<file path="src/rtl/base_tdec_pkg.sv">
// Shared types and constants for the thermometer level tracker.
// Command encoding and output queue depth.
package base_tdec_pkg;

  typedef enum logic [1:0] {
    TDEC_LOAD = 2'b00,
    TDEC_INC  = 2'b01,
    TDEC_DEC  = 2'b10,
    TDEC_CLR  = 2'b11
  } tdec_op_e;

  localparam int TDEC_DEPTH = 2;

endpackage

</file>
<file path="src/rtl/base_tdec_trk_tdec.sv">
// Binary to thermometer decoder, MSB-first.
// Bit j (0 = MSB) is set when j < i_d.
module base_tdec
  import base_tdec_pkg::*;
#(
  parameter int dec_width = 8,
  parameter int enc_width = 4
) (
  input  logic [0:enc_width-1] i_d,
  output logic [0:dec_width-1] o_d
);

  always_comb begin
    o_d = '0;
    for (int j = 0; j < dec_width; j++) begin
      o_d[j] = (i_d > enc_width'(j));
    end
  end

endmodule

</file>
<file path="src/rtl/base_tdec_trk.sv">
// Saturating level tracker with thermometer-coded result queue.
// Commands update the level; each accept pushes one result beat.
module base_tdec_trk
  import base_tdec_pkg::*;
#(
  parameter int dec_width = 8,
  parameter int enc_width = 4
) (
  input  logic                 clk,
  input  logic                 reset_n,
  input  logic                 i_v,
  output logic                 i_r,
  input  logic [1:0]           i_op,
  input  logic [enc_width-1:0] i_d,
  output logic                 o_v,
  input  logic                 o_r,
  output logic [dec_width-1:0] o_d,
  output logic [enc_width-1:0] o_cnt,
  output logic                 o_sat,
  output logic                 o_err
);

  generate
    if (enc_width < $clog2(dec_width + 1)) begin : g_chk
      $error("enc_width too small for dec_width");
    end
  endgenerate

  localparam logic [enc_width:0] TOP =
    (enc_width + 1)'(dec_width);
  localparam logic [1:0] FULL = 2'(TDEC_DEPTH);

  logic [enc_width-1:0] lvl;
  logic [enc_width-1:0] lvl_new;
  logic                 sat;
  logic                 clr;
  logic                 push;
  logic                 pop;
  tdec_op_e             op;
  logic [0:dec_width-1] therm;

  logic [dec_width-1:0] q_d   [TDEC_DEPTH];
  logic [enc_width-1:0] q_cnt [TDEC_DEPTH];
  logic                 q_sat [TDEC_DEPTH];
  logic                 wp;
  logic                 rp;
  logic [1:0]           cnt;
  logic [1:0]           cnt_nxt;

  assign op   = tdec_op_e'(i_op);
  assign push = i_v & i_r;
  assign pop  = o_v & o_r;

  // Compares run one bit wider so the top level never wraps.
  always_comb begin
    lvl_new = lvl;
    sat     = 1'b0;
    clr     = 1'b0;
    unique case (op)
      TDEC_LOAD: begin
        if ({1'b0, i_d} > TOP) begin
          lvl_new = enc_width'(dec_width);
          sat     = 1'b1;
        end else begin
          lvl_new = i_d;
        end
      end
      TDEC_INC: begin
        if ({1'b0, lvl} == TOP) sat = 1'b1;
        else lvl_new = lvl + enc_width'(1);
      end
      TDEC_DEC: begin
        if (lvl == '0) sat = 1'b1;
        else lvl_new = lvl - enc_width'(1);
      end
      TDEC_CLR: begin
        lvl_new = '0;
        clr     = 1'b1;
      end
      default: ;
    endcase
  end

  base_tdec #(
    .dec_width(dec_width),
    .enc_width(enc_width)
  ) u_tdec (
    .i_d(lvl_new),
    .o_d(therm)
  );

  always_comb begin
    cnt_nxt = cnt;
    if (push & ~pop) cnt_nxt = cnt + 2'd1;
    else if (~push & pop) cnt_nxt = cnt - 2'd1;
  end

  always_ff @(posedge clk or negedge reset_n) begin
    if (!reset_n) begin
      lvl   <= '0;
      o_err <= 1'b0;
      wp    <= 1'b0;
      rp    <= 1'b0;
      cnt   <= '0;
      i_r   <= 1'b1;
      for (int k = 0; k < TDEC_DEPTH; k++) begin
        q_d[k]   <= '0;
        q_cnt[k] <= '0;
        q_sat[k] <= 1'b0;
      end
    end else begin
      if (push) begin
        lvl       <= lvl_new;
        q_d[wp]   <= therm;
        q_cnt[wp] <= lvl_new;
        q_sat[wp] <= sat;
        wp        <= ~wp;
        if (clr) o_err <= 1'b0;
        else if (sat) o_err <= 1'b1;
      end
      if (pop) rp <= ~rp;
      cnt <= cnt_nxt;
      // Ready comes from a flop so o_r never reaches i_r.
      i_r <= (cnt_nxt != FULL);
    end
  end

  assign o_v   = (cnt != '0);
  assign o_d   = q_d[rp];
  assign o_cnt = q_cnt[rp];
  assign o_sat = q_sat[rp];

endmodule

</file>
<file path="config.mk">
export PLATFORM = sky130hd
export DESIGN_NAME = base_tdec_trk
export DESIGN_NICKNAME = d
export VERILOG_FILES = /design/src/rtl/base_tdec_pkg.sv /design/src/rtl/base_tdec_trk_tdec.sv /design/src/rtl/base_tdec_trk.sv
export SDC_FILE = /design/constraint.sdc
export NUM_CORES = 1
export LEC_CHECK = 0
export ABC_AREA = 1
export CAP_MARGIN = 20
export CORE_MARGIN = 5
export CORE_UTILIZATION = 58
export DETAILED_ROUTE_END_ITERATION = 6
export GPL_TIMING_DRIVEN = 0
export PLACE_DENSITY = 0.83
export RECOVER_POWER = 25
export SKIP_LAST_GASP = 1
export SLEW_MARGIN = 15
export SYNTH_ARGS = -nofsm -noshare
export SYNTH_HDL_FRONTEND = slang
export SYNTH_SLANG_ARGS = --single-unit
export TNS_END_PERCENT = 20
</file>
<file path="constraint.sdc">
create_clock -name clk -period 4.8 [get_ports clk]
set_input_delay 1.44 -clock clk [delete_from_list [all_inputs] [get_ports clk]]
set_output_delay 1.44 -clock clk [all_outputs]
set_load 0.01 [all_outputs]
</file>
# After elaboration in Yosys (flattened, before gate mapping)
# Cells that the tools add are included.
classes:
  n_eq_ne: 5
  magnitude_cmp: 12
  bitwise: 10
  addsub: 4
  n_reduce_logical: 6
  n_mux: 31
op_table:
  columns: ["operator", "count"]
  rows:
  - ["two-way mux 8 bit", 4]
  - ["two-way mux 4 bit", 7]
  - ["bitwise mux 16 bit", 1]
  - ["> comparator 4 x 3 -> 1 bit, second input constant", 4]
  - ["one-hot mux 4 bit (4 select lines)", 1]
  - ["two-way mux 1 bit", 10]
  - ["bitwise mux 8 bit", 1]
  - ["demux 8 bit (select 1 bit)", 1]
  - ["> comparator 4 x 1 -> 1 bit, second input constant", 2]
  - ["> comparator 4 x 2 -> 1 bit, second input constant", 2]
  - ["adder 4 x 1 -> 4 bit, second input constant", 1]
  - ["AND 1 bit", 4]
  - ["demux 4 bit (select 1 bit)", 1]
  - ["== test 2 bit, second input constant", 2]
  - ["== test 4 bit, second input constant", 1]
  - ["greater-or-equal comparator 2 bit, second input constant", 2]
  - ["> comparator 4 bit, second input constant", 1]
  - ["zero test 4 bit", 1]
  - ["two-way mux 2 bit", 2]
  - ["NOT 1 bit", 4]
  - ["NOT 1 -> 2 bit", 2]
  - ["nonzero test 2 bit", 2]
  - ["subtractor 4 x 1 -> 4 bit, second input constant", 1]
  - ["one-hot mux 1 bit (3 select lines)", 1]
  - ["10 further kinds", 10]
word_totals:
  register_bits: 36
  in_bits: 10
  word_cells: 80
  output_inout_bits: 16

# Logic depth before layout (Yosys ltp)
logic_depth:
  ltp_word: 6
  ltp_mapped: 11
  ltp_nobuf: 11

# Hierarchy
# A second synthesis with hierarchy kept.
hier_totals:
  cells_unflattened: 261
  area_unflattened_um2: 1960.6
by_module_without_submodules:
  columns: ["module", "seq_area_each_um2", "instances", "area_per_inst_um2", "cells_each"]
  rows:
  - ["base_tdec_trk", 902.1, 1, 1890.6, 246]
  - ["base_tdec", 0.0, 1, 70.1, 15]

# Worst setup path before layout
# OpenSTA, ideal clock, no wires.
synth_path:
  path_type: "input-to-reg"
  start: "input i_v"
  end: "register q_d[5] in the netlist's numbering"
  t_required_ns: 4.687
  setup_slack_ns: 2.477
  path_buffers: 0
  arrival_time_ns: 2.210
  setup_time_ns: 0.113
  cell_stages: 7
  path_cell_list: "nand2_1 > inv_1 > nand2_1 > inv_1 > or2_2 > nand2_1 > inv_1"
synth_via:
  elab_chain_cells: 1
synth_rtl:
  columns: ["element", "line", "source"]
  rows:
  - ["from (decl)", "base_tdec_trk.sv:11", "input logic i_v,"]
  - ["AND 1 bit", "base_tdec_trk.sv:51", "assign push = i_v & i_r;"]
  - ["to (signal, indexed assignment)", "base_tdec_trk.sv:114", "q_d[wp] <= therm;"]
  - ["to (decl)", "base_tdec_trk.sv:42", "logic [dec_width-1:0] q_d [TDEC_DEPTH];"]
# Every way passes these cells.
# A chain may end at the register's enable or synchronous reset.

# Worst setup path in the final report
layout_path:
  start: "register rp"
  end: "output o_cnt[0]"
layout_via:
  elab_chain_cells: 4
layout_rtl:
  columns: ["element", "line", "source"]
  rows:
  - ["from (decl)", "base_tdec_trk.sv:46", "logic rp;"]
  - ["from (signal assigned)", "base_tdec_trk.sv:121", "if (pop) rp <= ~rp;"]
  - ["NOT 1 -> 2 bit (implied by the code)", "base_tdec_trk.sv:130", "assign o_cnt = q_cnt[rp];"]
  - ["two-way mux 4 bit (implied by the code) (3 in a row)", "base_tdec_trk.sv:130", null]
  - ["to (decl)", "base_tdec_trk.sv:18", "output logic [enc_width-1:0] o_cnt,"]
# Every way passes these cells. The select of a mux whose other input is x is not followed.

==> metrics.yaml <==
outcome:
  status: "finished with violations"
  violations: "max-capacitance violations, max-slew violations"
place:
  preCtsSetupSlack_ns: 1.760
  place_area_mm2: 0.002273
  routabilityCongestion: 0.9031
  dp_cells: 332
  io_buffers: 25
  hpwlAfterDp_um: 3027
yosys:
  async_reset_ff_frac: 1.000
  netlist_area_mm2: 0.001951
  synth_edf_count: 0
  syn-instance-count: 260
  synthFlopType: "dfrtp_1"
  ys_warn_count: 0
  ys_types: 26
  synth-seq-cells: 36
  postSynthAreaPerCell_um2: 7.502
  synth_fp_nets: 273
  yosysSeqAreaShare: 0.4625
layout:
  final_layout_size_suffix_gt1_frac: 0.1122
  design_area_mm2: 0.002321
  stdcell_count: 340
  diodes: 0
  fin_util: 0.7067
  nets: 306
  fillers: 302
  synthToLayoutAreaGrowth_pct: 18.99
timing:
  hold_viol: 0
  max_freq_mhz: 293.4
  finClkSkew_ns: 0.006470
  rsz0062_at_grt: "false"
  max_slew_margin: -0.2113
  period_minus_slack_ns: 3.408
  tightest_slew_ns: 1.817
  finalSetupViolations: 0
  drv_slew: 36
  finalSetupTns_ns: 0
  finalWorstSetupSlack_ns: 1.392
  fin_crit_sh: 0.7100
cts:
  clk_pin_slew_worst_paths_ns: 0.11
  htreeDepth: 2
  cts_resized: 0
  clockBufferDepth: 2
  clk_latency_ns: 0.35
  cts_hold_buf: 0
  cts_tree: "built"
  post_cts_buffers: 0
  cts_sinks: 36
  cts_buffers: 5
  cts-root-buf: "clkbuf_4"
detailed_routing:
  drt-total-wl_um: 4064
  dr.pass1.iters: 4
  wl_per_cell_um: 11.95
  vias_per_cell: 5.003
  initialDrtViolationCount: 169
  vias: 1701
  postRouteAntennaNets: 0
  remaining_drc_errors: 0
critical_path:
  r2r_slack_ns: 2.91
  worstSetupPathType: "reg2out"
  regToRegStartpoint: "lvl[0]"
  cp_data_required_time_ns: 3.36
  reg2reg_to: "q_d[3]"
  worstSetupStartpointType: "register"
  worstPathArrival_ns: 1.97
  critical_path.endpoint_type: "output pin"
  ff2ff_path_depth: 11
  critPathMaxFanout: 10
job:
  maxCapViolCount: 1
floorplanning:
  die_w_um: 67.99
  dieArea_mm2: 0.004623
  io-pin-count: 26
  initial_core_util: 0.5939
  core.rowCount: 21
  die_h_um: 67.99
  core_mm2: 0.003284
global_routing:
  globalRoute.totalOverflow: 0
  grt_pass1_vias: 1615
  grt_antenna_before_repair: 0
  use_met3: 0.05419
  met2_usage: 0.3213
  grt_max_degree: 36
  grt_use_total: 0.2088
  top_usage_layer: "met2"
  met1_usage: 0.2860
  grt_pass1_wl_um: 7176
min_path:
  hp-start: "q_d[1]"
  whs_path_depth: 2
  hold_path.class: "reg2reg"
  worstHoldEndpoint: "q_d[1]"
power_and_ir_drop:
  power.density_mw_per_mm2: 642.2
  p_leak_nw: 1.266
  irDropWorstVdd_uv: 403.2
-- logic make-up after synthesis --
| kind of cell | after synthesis | synth area share |
|---|---|---|
| AOI/OAI and AO/OA | 27 | 0.07313 |
| xor gates and xnor gates | 3 | 0.01347 |
| adders and majority gates | 3 | 0.01925 |
| buffers and inverters | 41 | 0.08338 |
| DFF | 36 | 0.4625 |
| muxes | 1 | 0.005132 |
| and+or+nand+nor | 149 | 0.3432 |
-- power by group --
group	leakage [nW]	total, mW	internal [mW]	switching [mW]
Clock	0.0386	0.184	0.0724	0.111
Combinational	0.772	0.784	0.337	0.447
Sequential	0.455	0.523	0.442	0.0812
-- flip-flops by register name, summed over array words and instances (netlist names) --
signal  cells
rp          1
q_cnt       8
q_sat       2
o_err       1
lvl         4
wp          1
i_r         1
q_d        16
cnt         2
-- metrics by stage --
stage	power, mW	hold WS (ns)
floorplan	1.023	0.4487
global placement	1.290	0.4635
detailed placement	1.315	0.4662
CTS	1.501	0.4955
global route	1.632	0.5156
finish	1.490	0.4916
-- worst max-delay path by stage --
stage / startpoint / to / slack (ns) / depth (start not counted)
after detailed placement: i_v / q_sat[1] / 1.76 / 5
after floorplan: i_v / q_d[5] / 2.48 / 7
after global routing: rp / o_cnt[2] / 1.26 / 4
final: rp / o_cnt[0] / 1.39 / 4
after global placement: reset_n / cnt[0] / 1.52 / 1
after CTS: rp / o_cnt[0] / 1.36 / 4
-- cells in the mapped netlist (3+ instances only) --
cell | n | area share
inv_2 | 5 | 0.0096
nand2_2 | 5 | 0.016
xor2_1 | 3 | 0.013
nand3_1 | 14 | 0.036
ha_1 | 3 | 0.019
nand2_1 | 105 | 0.20
dfrtp_1 | 35 | 0.45
nor2_2 | 4 | 0.013
inv_1 | 30 | 0.058
clkbuf_1 | 4 | 0.0077
nand3_2 | 5 | 0.026
o21ai_0 | 23 | 0.059
nor2_1 | 11 | 0.021
-- critical path: stages (launching register included) --
cell and delay (ns):
dfrtp_1 0.44, clkbuf_1 0.39, nand2_1 0.08, o21ai_0 0.12, clkdlybuf4s50_1 0.58
-- area by class of cell --
type / instances / area [um^2] / share of cell area
Sequential cell: 36 / 902.1 / 0.3887
Multi-Input combinational cell: 183 / 885.9 / 0.3817
Timing Repair Buffer: 26 / 247.7 / 0.1067
Inverter: 35 / 131.4 / 0.05660
Tap cell: 46 / 57.56 / 0.02480
Clock buffer: 6 / 51.30 / 0.02210
Buffer: 6 / 31.28 / 0.01348
Clock inverter: 2 / 13.76 / 0.005930
-- layout by cell type (no fill, tap or decap), drive strengths merged, types with 2 or more instances in the layout --
| cell | n |
|---|---|
| buf | 2 |
| nand3 | 19 |
| xor2 | 3 |
| ha | 3 |
| nor2 | 16 |
| inv | 36 |
| dfrtp | 35 |
| o21ai | 23 |
| nand2 | 110 |
| clkbuf | 12 |
| clkdlybuf4s50 | 24 |
-- per-layer routing --
metal	up-vias	share of wire
li1	874	-
met3	5	0.059
met5	-	0
met1	785	0.47
met2	37	0.45
met4	0	0.014
Power figures use the tool's default switching activity.
